## src/rtl/booth_mult_arb.sv

```systemverilog
// Round-robin front end that shares one booth multiplier between two
// requesters and returns a tagged signed product on a valid/ready channel.
//
// state | meaning
// IDLE  | waiting for a request; ready given to the granted requester
// START | one-cycle start pulse to the multiplier, operands held
// WAIT  | waiting for mul_done (first cycle ignored) or timeout
// RESP  | response presented until the consumer takes it
module booth_mult_arb #(
  parameter int N   = 4,
  parameter int TMO = 64
) (
  input  logic           clk_i,
  input  logic           rst_i,
  input  logic           req0_valid_i,
  input  logic [N-1:0]   req0_m_i,
  input  logic [N-1:0]   req0_q_i,
  output logic           req0_ready_o,
  input  logic           req1_valid_i,
  input  logic [N-1:0]   req1_m_i,
  input  logic [N-1:0]   req1_q_i,
  output logic           req1_ready_o,
  output logic           rsp_valid_o,
  input  logic           rsp_ready_i,
  output logic           rsp_id_o,
  output logic [2*N-1:0] rsp_prod_o,
  output logic           rsp_err_o,
  output logic [N-1:0]   mul_m_o,
  output logic [N-1:0]   mul_q_o,
  output logic           mul_start_o,
  input  logic           mul_done_i,
  input  logic [2*N-1:0] mul_prod_i
);

  localparam int TW = (TMO > 1) ? $clog2(TMO) : 1;

  typedef enum logic [1:0] {S_IDLE, S_START, S_WAIT, S_RESP} state_t;

  state_t         state_q, state_d;
  logic           last_id_q;
  logic           id_q;
  logic [N-1:0]   opm_q;
  logic [N-1:0]   opq_q;
  logic [2*N-1:0] prod_q;
  logic           err_q;
  logic [TW-1:0]  timer_q;

  logic grant_id;
  logic take;
  logic done_ok;
  logic tmo_hit;

  // Round-robin pick: a lone request wins outright, a tie goes away from last_id.
  always_comb begin
    grant_id = 1'b0;
    if (req0_valid_i && req1_valid_i) begin
      grant_id = ~last_id_q;
    end else if (req1_valid_i) begin
      grant_id = 1'b1;
    end
  end

  // Ready is gated by reset so nothing is accepted while rst_i is high.
  assign take    = (state_q == S_IDLE) && !rst_i && (req0_valid_i || req1_valid_i);
  // Done in the first WAIT cycle may be left over from the previous operation.
  assign done_ok = (state_q == S_WAIT) && (timer_q != '0) && mul_done_i;
  assign tmo_hit = (state_q == S_WAIT) && (timer_q == TW'(TMO - 1));

  // State register.
  always_ff @(posedge clk_i) begin
    if (rst_i) begin
      state_q <= S_IDLE;
    end else begin
      state_q <= state_d;
    end
  end

  // Next-state logic; done takes priority over a coincident timeout.
  always_comb begin
    state_d = state_q;
    case (state_q)
      S_IDLE:  if (take) state_d = S_START;
      S_START: state_d = S_WAIT;
      S_WAIT:  if (done_ok || tmo_hit) state_d = S_RESP;
      S_RESP:  if (rsp_ready_i) state_d = S_IDLE;
      default: state_d = S_IDLE;
    endcase
  end

  // Outputs: handshakes decoded from state, payload straight from registers.
  always_comb begin
    req0_ready_o = take && !grant_id;
    req1_ready_o = take && grant_id;
    mul_start_o  = (state_q == S_START);
    rsp_valid_o  = (state_q == S_RESP);
    mul_m_o      = opm_q;
    mul_q_o      = opq_q;
    rsp_id_o     = id_q;
    rsp_prod_o   = prod_q;
    rsp_err_o    = err_q;
  end

  // Operand latch, timeout timer, result capture and round-robin history.
  always_ff @(posedge clk_i) begin
    if (rst_i) begin
      last_id_q <= 1'b1;
      id_q      <= 1'b0;
      opm_q     <= '0;
      opq_q     <= '0;
      prod_q    <= '0;
      err_q     <= 1'b0;
      timer_q   <= '0;
    end else begin
      case (state_q)
        S_IDLE: begin
          if (take) begin
            id_q  <= grant_id;
            opm_q <= grant_id ? req1_m_i : req0_m_i;
            opq_q <= grant_id ? req1_q_i : req0_q_i;
          end
        end
        S_START: timer_q <= '0;
        S_WAIT: begin
          if (done_ok) begin
            prod_q <= mul_prod_i;
            err_q  <= 1'b0;
          end else if (tmo_hit) begin
            prod_q <= '0;
            err_q  <= 1'b1;
          end else begin
            timer_q <= timer_q + 1'b1;
          end
        end
        S_RESP: begin
          if (rsp_ready_i) last_id_q <= id_q;
        end
        default: ;
      endcase
    end
  end

endmodule
```

## config.mk

```make
export PLATFORM = sky130hd
export DESIGN_NAME = booth_mult_arb
export DESIGN_NICKNAME = d
export VERILOG_FILES = /design/src/rtl/booth_mult_arb.sv
export SDC_FILE = /design/constraint.sdc
export NUM_CORES = 1
export LEC_CHECK = 0
export BUFFER_PORTS_ARGS = -buffer_cell sky130_fd_sc_hd__buf_4
export CORE_AREA = 2 2 59 61
export DETAILED_ROUTE_END_ITERATION = 7
export DIE_AREA = 0 0 61 63
export PLACE_DENSITY = 0.83
export RECOVER_POWER = 100
export SLEW_MARGIN = 0
export SYNTH_ARGS = -nofsm -noshare
export SYNTH_HDL_FRONTEND = slang
export SYNTH_SLANG_ARGS = --single-unit
```

## constraint.sdc

```tcl
create_clock -name clk_i -period 2 [get_ports clk_i]
set_clock_uncertainty 0.15 [all_clocks]
set_input_delay 0.4 -clock clk_i [delete_from_list [all_inputs] [get_ports clk_i]]
set_output_delay 0.4 -clock clk_i [all_outputs]
set_load 0.05 [all_outputs]
```

==> results of run 1 <==
## area by class of cell
class	instances	share of cell area
clock buffers	3	0.0114
flip-flops and latches	27	0.276
well taps	46	0.0292
multi-input cells	108	0.397
inverters	5	0.00952
repair buffers	80	0.275
clock inverters	1	0.00254
## cell usage in the layout (no fill, tap or decap), drive strengths merged, types with 2 or more instances in the layout
cell type,netlist,layout
or4,3,3
nand3,9,9
ha,7,7
or2,2,2
a311o,2,2
nor2b,2,2
dfxtp,27,27
inv,5,5
nand4,4,4
clkbuf,8,25
a211oi,8,8
o21ai,4,4
a21boi,2,2
o31ai,4,4
nand2,13,13
mux2i,10,10
buf,1,58
nand2b,2,2
a21oi,13,13
nor2,12,12
## worst paths after layout
check | start | to | slack (ns) | cells past startpoint
worst min register to register | rsp_prod_o[3]$_SDFFE_PP0P_ | rsp_prod_o[3]$_SDFFE_PP0P_ | 0.33 | 2
worst min-delay path | mul_prod_i[6] | rsp_prod_o[6]$_SDFFE_PP0P_ | 0.16 | 3
worst max register to register | timer_q[0]$_SDFFE_PP0P_ | timer_q[5]$_SDFFE_PP0P_ | -0.08 | 6
worst max-delay path | timer_q[0]$_SDFFE_PP0P_ | timer_q[5]$_SDFFE_PP0P_ | -0.08 | 6
## cell families (layout without fill, tap and decap cells)
group,Yosys count,in the layout
simple gates,50,50
flops,27,27
buf+inv,14,89
fa+ha+maj,7,7
mux,10,10
compound gates,41,41
## flip-flops by register name, summed over array words and instances, names as in the netlist
signal and flops:
last_id_q 1, state_q 2, timer_q 6, mul_m_o 4, mul_q_o 4, rsp_id_o 1
rsp_prod_o 8, rsp_err_o 1
## power breakdown
group	internal, µW	switching [µW]	total, µW
sequential	604	36.2	640
clock	74.9	159	234
combinational	425	555	980
total	1100	750	1850
## worst min-delay path, stage by stage
cell,delay (ns)
buf_4,0.11
nand2_1,0.04
a21oi_1,0.05
## synth_stat cells
cell type  count
and2_1         1
a221o_1        1
or4_1          3
nor2_1        12
a21boi_0       2
or4b_4         1
ha_1           7
mux2i_1       10
o211ai_1       1
nand2b_1       2
nor2b_1        2
o21a_1         1
nand3_1        9
o31ai_1        4
a21oi_1       13
clkbuf_1       8
a311o_1        2
o21ai_0        4
buf_2          1
a21o_1         1
o21bai_1       1
or3_1          1
inv_1          5
dfxtp_1       27
or2_2          2
nand2_1       13
a31o_2         1
a211oi_1       8
nand4_1        4
o211a_4        1
a2111oi_0      1
## repair_timing
item | 4_1_cts | 5_1_grt
resized for setup | 14 | 10
hold endpoints to repair | 0 | 0
pin swaps | 3 | 5
buffers inserted | 8 | 4
hold buffers | 0 | 0
setup endpoints to repair | 5 | 17
## metrics by stage
| step | setup slack [ns] | power (µW) | instances |
|---|---|---|---|
| 6_report | -0.0802 | 1850 | 270 |
| 5_1_grt | -0.137 | 1980 | 270 |
| 3_5_place_dp | -0.0490 | 1460 | 254 |
| 2_1_floorplan | -0.0717 | 1190 | 149 |
| 4_1_cts | -0.0753 | 1850 | 266 |
| 3_3_place_gp | -0.0138 | 1450 | 254 |
## per-layer routing
layer | track usage | up-vias | wire (µm)
met4 | 0.0408 | 0 | 40
li1 | - | 692 | -
met3 | 0.0290 | 6 | 186
met2 | 0.305 | 45 | 1800
met1 | 0.232 | 635 | 1440
met5 | 0 | - | 0
==> results.json, run 1 <==
{
  "synthXorXnorAreaFrac": 0,
  "fin_setup_tns_ns": -0.237,
  "rows": 21,
  "syn_nets": 186,
  "report.final.slew_viol_count": 0,
  "hold_class": "in -> reg",
  "slew_headroom": 0.580,
  "peakVddDrop_v": 0.000518,
  "violations": "setup timing",
  "fin_util": 0.610,
  "synthSimpleGateAreaFrac": 0.190,
  "synth_top_family_by_area": "compound AO/OA/AOI/OAI gates",
  "htreeDepth": 1,
  "cp.arrival_ns": 2.19,
  "overflow": 0,
  "areaGrowthSynthToFinish_pct": 49.6,
  "wl_mm": 3.47,
  "postLayoutCellArea_um2": 1970,
  "yosysSeqAreaShare": 0.410,
  "grt_pass1_wl_mm": 5.49,
  "viasPerCell": 5.10,
  "min_period_ns": 2.08,
  "final-seq-area_um2": 543,
  "cp.required_ns": 2.11,
  "synth_area_um2": 1320,
  "crit_buf_inv": 1,
  "cts_tree": "yes",
  "cpPeakStageDelay_ns": 0.48,
  "crit_slowest_cell": "or4_4",
  "synth.area.top_cells": "dfxtp_1 41%, mux2i_1 7.6%, ha_1 6.6%",
  "antenna_left": 0,
  "synth_compound_area_frac": 0.217,
  "synth_cell_type_count": 31,
  "portBuffers": 51,
  "fin_ws_ns": -0.0802,
  "crit_path_start_kind": "flop",
  "grt_pass1_vias": 1264,
  "drt_iter0_markers": 55,
  "crit_family": "simple AND/OR/NAND/NOR gates",
  "post-route-period-util": 1.04,
  "synth.largest_area_cell": "dfxtp_1",
  "syn_inst": 149,
  "first_pass_iters": 4,
  "grt_max_degree": 18,
  "coreArea_um2": 3230,
  "route.detailed.drc": 0,
  "cts-root-buf": "clkbuf_4",
  "clockBufferDepth": 2,
  "synthAdderAreaFrac": 0.0665,
  "clock_latency_ns": 0.32,
  "rsz0062_at_grt": "true",
  "dieArea_um2": 3840,
  "maxCapViolations": 0,
  "multi_input_area_um2": 782,
  "track_usage": 0.179,
  "clk_pin_slew_ns": 0.14,
  "io_pins": 52,
  "synthMuxAreaShare": 0.0760,
  "dp_hpwl_mm": 2.33,
  "die_h_um": 63,
  "layout-drive-gt1-share": 0.366,
  "antenna_found_initial": 0,
  "vias": 1378,
  "initial_core_util": 0.408,
  "leakagePower_uw": 0.000792,
  "wl_per_cell_um": 12.9,
  "setup_viol": 6,
  "max_freq_mhz": 481,
  "cts_buffers": 3,
  "hold_slack_ns": 0.162,
  "synth_area_per_cell_um2": 8.84,
  "crit_type": "reg -> reg",
  "nFillCells": 281,
  "place_area_um2": 1860,
  "fin_nets": 262,
  "hold_viol_final": 0,
  "status": "finished with violations",
  "crit_fanout": 8,
  "tightestPinTransition_ns": 0.633,
  "synth-seq-cells": 27,
  "power.density_nw_per_um2": 941,
  "cts_sinks": 27,
  "yosysWarnings": 0,
  "dieWidth_um": 61,
  "routabilityCongestion": 0.785,
  "path_cells": "inv_2 -> ha_1 -> or4b_4 -> o211a_4 -> or4_4 -> a21oi_2",
  "crit_path_end_kind": "flop",
  "diodes": 0,
  "synth_top_cell_area_share": 0.410
}
(Power assumes the default switching activity.)
==> inputs of run 2 (changes only) <==
--- a/config.mk
+++ b/config.mk
@@ -6,11 +6,10 @@
 export NUM_CORES = 1
 export LEC_CHECK = 0
 export BUFFER_PORTS_ARGS = -buffer_cell sky130_fd_sc_hd__buf_4
-export CORE_AREA = 2 2 59 61
+export CORE_AREA = 2 2 58 60
 export DETAILED_ROUTE_END_ITERATION = 7
-export DIE_AREA = 0 0 61 63
-export PLACE_DENSITY = 0.83
-export RECOVER_POWER = 100
+export DIE_AREA = 0 0 60 62
+export PLACE_DENSITY = 0.72
 export SLEW_MARGIN = 0
 export SYNTH_ARGS = -nofsm -noshare
 export SYNTH_HDL_FRONTEND = slang
==> constraint.sdc (replaced) <==
create_clock -name clk_i -period 2.1 [get_ports clk_i]
set_clock_uncertainty 0.15 [all_clocks]
set_input_delay 0.42 -clock clk_i [delete_from_list [all_inputs] [get_ports clk_i]]
set_output_delay 0.42 -clock clk_i [all_outputs]
set_load 0.05 [all_outputs]
==> results.json, run 2 (synthesis results as in run 1) <==
{
  "setup_viol": 0,
  "min_period_ns": 2.07,
  "report.final.slew_viol_count": 0,
  "crit_buf_inv": 1,
  "overflow": 0,
  "clock_latency_ns": 0.34,
  "p_comb_frac": 0.513,
  "maxCapViolations": 0,
  "cp.arrival_ns": 2.20,
  "clk_pin_slew_ns": 0.16,
  "portBuffers": 51,
  "crit_fanout": 7,
  "hold_viol_final": 0,
  "cpPeakStageDelay_ns": 0.47,
  "crit_family": "simple AND/OR/NAND/NOR gates",
  "layout_common_cells": "68 x buf_4, 23 x dfxtp_1, 13 x nand2_1, 13 x a21oi_1",
  "initial_core_util": 0.414,
  "antenna_found_initial": 0,
  "cts_sinks": 27,
  "dp_slack_ns": -0.0292,
  "fin_util": 0.621,
  "whs_path_depth": 2,
  "layout-drive-gt1-share": 0.442,
  "rrSetupSlack_ns": 0.03,
  "wl_mm": 3.30,
  "vias": 1331,
  "cts_tree": "yes",
  "r2r_start": "timer_q[1]$_SDFFE_PP0P_",
  "min_from": "rst_i",
  "ctsHoldBuffers": 0,
  "dieWidth_um": 60,
  "first_pass_iters": 4,
  "crit_path_start_kind": "flop",
  "rsz0062_at_grt": "true",
  "hold_class": "in -> reg",
  "tightestPinTransition_ns": 0.403,
  "power_frac_seq": 0.348,
  "drt_iter0_markers": 26,
  "grt_pass1_wl_mm": 5.15,
  "dp_cells": 248,
  "diodes": 0,
  "rows": 21,
  "max_freq_mhz": 484,
  "fin_setup_tns_ns": 0,
  "path_cells": "inv_2 -> ha_1 -> or4b_4 -> o211a_4 -> or4_1 -> a21oi_1",
  "slew_headroom": 0.724,
  "route.detailed.drc": 0,
  "reg2reg_depth": 6,
  "cts_buffers": 3,
  "reg2reg_to": "timer_q[5]$_SDFFE_PP0P_",
  "p_switching_uw": 705,
  "wl_per_cell_um": 12.6,
  "crit_slowest_cell": "or4b_4",
  "routabilityCongestion": 0.876,
  "antenna_left": 0,
  "stdcell_count": 261,
  "cp.required_ns": 2.23,
  "dp_hpwl_mm": 2.40,
  "track_usage": 0.183,
  "leakagePower_uw": 0.000832,
  "grt_max_degree": 24,
  "status": "completed",
  "fin_ws_ns": 0.0322,
  "grt_pass1_vias": 1188,
  "power.density_nw_per_um2": 899,
  "areaGrowthSynthToFinish_pct": 49.8,
  "clockBufferDepth": 2,
  "clockPowerShare": 0.139,
  "hold_end": "rsp_id_o$_SDFFE_PP0P_",
  "mostFrequentLayoutCell": "buf_4",
  "io_pins": 52,
  "coreArea_um2": 3180,
  "cts-root-buf": "clkbuf_4",
  "crit_type": "reg -> reg",
  "peakVddDrop_v": 0.000599,
  "die_h_um": 62,
  "crit_path_end_kind": "flop",
  "viasPerCell": 5.10,
  "hold_slack_ns": 0.117,
  "htreeDepth": 1,
  "largest_reg_flops": 8,
  "dieArea_um2": 3720,
  "fin_nets": 253,
  "swShare": 0.398,
  "internal_power_uw": 1070,
  "post-route-period-util": 0.985
}
run 2: through the flow:
step / power [µW] / instance area [µm²]
global route: 1890 / 1970
floorplan: 1130 / 1330
CTS: 1740 / 1930
finish: 1770 / 1970
global placement: 1360 / 1820
detailed placement: 1380 / 1820
run 2: how the worst max path moves through the flow:
stage	from	depth (start not counted)	end	slack [ns]
4_1_cts	state_q[0]$_SDFFE_PP0P_	7	req1_ready_o	0.005
3_3_place_gp	timer_q[0]$_SDFFE_PP0P_	6	timer_q[2]$_SDFFE_PP0P_	0.03
2_1_floorplan	state_q[0]$_SDFFE_PP0P_	6	req1_ready_o	0.008
5_1_grt	timer_q[0]$_SDFFE_PP0P_	6	timer_q[5]$_SDFFE_PP0P_	-0.03
6_report	timer_q[1]$_SDFFE_PP0P_	6	timer_q[5]$_SDFFE_PP0P_	0.03
3_5_place_dp	timer_q[0]$_SDFFE_PP0P_	6	timer_q[4]$_SDFFE_PP0P_	-0.03
run 2: worst reg2reg max path: stages, from the launching register on:
cell and delay (ns):
dfxtp_2 0.36, inv_2 0.05, ha_1 0.13, or4b_4 0.47, o211a_4 0.27, or4_1 0.46
a21oi_1 0.12
run 2: area by class of cell:
cell class / count / area, µm²
timing repair buffer: 71 / 548
inverter: 5 / 21.3
clock buffer: 3 / 22.5
fill: 273 / 1210
tap: 46 / 57.6
multi-input combinational: 108 / 769
sequential: 27 / 546
clock inverter: 1 / 8.76
run 2: per-layer routing:
layer | GRT usage | vias up | share of wire
met5 | 0 | - | 0
met4 | 0.0635 | 0 | 0.0058
met3 | 0.0621 | 4 | 0.056
met2 | 0.318 | 30 | 0.53
met1 | 0.209 | 623 | 0.41
li1 | - | 674 | -
run 2: timing repair:
item                       4_1_cts  5_1_grt
resized for setup               17        5
pin swaps                        8        4
gates cloned                     0        0
buffers inserted                 6        3
setup endpoints to repair        5        5
run 2: power by group through the flow:
stage                     registers [µW]  logic [µW]  clock network (µW)
after global routing                 625         988                 275
after floorplan                      747         387                   0
final                                617         910                 246
after CTS                            618         861                 257
after detailed placement             625         758                   0
after global placement               620         741                   0
==> inputs of run 3 (changes only) <==
--- a/config.mk
+++ b/config.mk
@@ -7,6 +7,7 @@
 export LEC_CHECK = 0
 export BUFFER_PORTS_ARGS = -buffer_cell sky130_fd_sc_hd__buf_4
 export CORE_AREA = 2 2 58 60
+export CTS_BUF_LIST = sky130_fd_sc_hd__clkbuf_2
 export DETAILED_ROUTE_END_ITERATION = 7
 export DIE_AREA = 0 0 60 62
 export PLACE_DENSITY = 0.72
==> results.json, run 3 (synthesis results as in run 1) <==
{
  "first_pass_iters": 4,
  "track_usage": 0.193,
  "grt_max_degree": 24,
  "max_freq_mhz": 475,
  "hold_viol_final": 0,
  "crit_type": "reg -> reg",
  "internal_power_uw": 1050,
  "cp.required_ns": 2.27,
  "maxCapViolations": 0,
  "largest_reg_flops": 8,
  "slew_headroom": 0.680,
  "p_comb_frac": 0.527,
  "power_frac_seq": 0.350,
  "path_cells": "inv_2 -> ha_4 -> or4b_4 -> o211a_4 -> or4_1 -> a21oi_1",
  "portBuffers": 51,
  "antenna_found_initial": 0,
  "crit_family": "simple AND/OR/NAND/NOR gates",
  "min_period_ns": 2.11,
  "post-route-period-util": 1.00,
  "hold_class": "in -> reg",
  "coreArea_um2": 3180,
  "route.detailed.drc": 0,
  "wl_mm": 3.45,
  "htreeDepth": 1,
  "dieWidth_um": 60,
  "swShare": 0.406,
  "cts_sinks": 27,
  "p_switching_uw": 718,
  "wl_per_cell_um": 13.1,
  "setup_viol": 1,
  "crit_buf_inv": 1,
  "initial_core_util": 0.414,
  "cpPeakStageDelay_ns": 0.46,
  "power.density_nw_per_um2": 875,
  "viasPerCell": 5.16,
  "fin_setup_tns_ns": -0.00737,
  "areaGrowthSynthToFinish_pct": 53.6,
  "cp.arrival_ns": 2.28,
  "fin_nets": 256,
  "overflow": 0,
  "status": "finished with violations",
  "dieArea_um2": 3720,
  "crit_path_end_kind": "flop",
  "peakVddDrop_v": 0.000469,
  "die_h_um": 62,
  "clockBufferDepth": 2,
  "layout-drive-gt1-share": 0.468,
  "cts_tree": "yes",
  "dp_hpwl_mm": 2.40,
  "layout_common_cells": "70 x buf_4, 23 x dfxtp_1, 13 x nand2_1",
  "cts-root-buf": "clkbuf_2",
  "routabilityCongestion": 0.876,
  "clock_latency_ns": 0.38,
  "cts_buffers": 3,
  "tightestPinTransition_ns": 0.478,
  "report.final.slew_viol_count": 0,
  "mostFrequentLayoutCell": "buf_4",
  "rows": 21,
  "grt_pass1_vias": 1225,
  "diodes": 0,
  "grt_pass1_wl_mm": 5.42,
  "drt_iter0_markers": 41,
  "fin_util": 0.636,
  "violations": "setup timing",
  "vias": 1361,
  "io_pins": 52,
  "rsz0062_at_grt": "true",
  "clk_pin_slew_ns": 0.28,
  "nFillCells": 265,
  "crit_fanout": 7,
  "antenna_left": 0,
  "fin_ws_ns": -0.00737,
  "crit_path_start_kind": "flop",
  "clockPowerShare": 0.122,
  "crit_slowest_cell": "or4b_4",
  "leakagePower_uw": 0.000847,
  "dp_slack_ns": -0.0292
}
run 3: repair_timing:
action,CTS,global route
pin swaps,8,3
resized for setup,25,4
buffers inserted,9,3
hold buffers,0,0
cloned,0,0
setup endpoints to repair,5,7
run 3: area by class of cell:
| type | count | area [µm²] | area share |
|---|---|---|---|
| Multi-Input combinational cell | 108 | 801 | 0.396 |
| Clock inverter | 1 | 8.76 | 0.00433 |
| Inverter | 5 | 21.3 | 0.0105 |
| Timing Repair Buffer | 74 | 574 | 0.284 |
| Clock buffer | 3 | 15.0 | 0.00742 |
| Sequential cell | 27 | 546 | 0.270 |
| Tap cell | 46 | 57.6 | 0.0284 |
run 3: routing by layer:
metal  share of wire  global-route usage  vias up
met3           0.052              0.0538        2
met1            0.42               0.226      646
li1                -                   -      681
met5               0                   0        -
met4          0.0043              0.0508        0
met2            0.52               0.346       32
run 3: metrics by stage:
step	instances	hold slack, ns	total power (µW)	cell area, µm²
2_1_floorplan	149	0.328	1130	1330
3_5_place_dp	248	0.314	1380	1820
6_report	264	0.0503	1770	2020
5_1_grt	264	0.0218	1890	2020
4_1_cts	261	0.0459	1750	1990
3_3_place_gp	248	0.308	1360	1820
run 3: power groups by stage:
stage                     Sequential (µW)  Clock (µW)  Combinational [µW]
after global routing                  627         245                1010
final                                 620         216                 933
after detailed placement              625           0                 758
after global placement                620           0                 741
after CTS                             619         223                 908
after floorplan                       747           0                 387
run 3: path summary, 6_finish.rpt:
path / startpoint / end / slack, ns / depth (start not counted)
worst max register to register: timer_q[1]$_SDFFE_PP0P_ / timer_q[5]$_SDFFE_PP0P_ / -0.007 / 6
worst min register to register: rsp_prod_o[2]$_SDFFE_PP0P_ / rsp_prod_o[2]$_SDFFE_PP0P_ / 0.34 / 2
worst min-delay path: rst_i / rsp_id_o$_SDFFE_PP0P_ / 0.05 / 2
worst max-delay path: timer_q[1]$_SDFFE_PP0P_ / timer_q[5]$_SDFFE_PP0P_ / -0.007 / 6
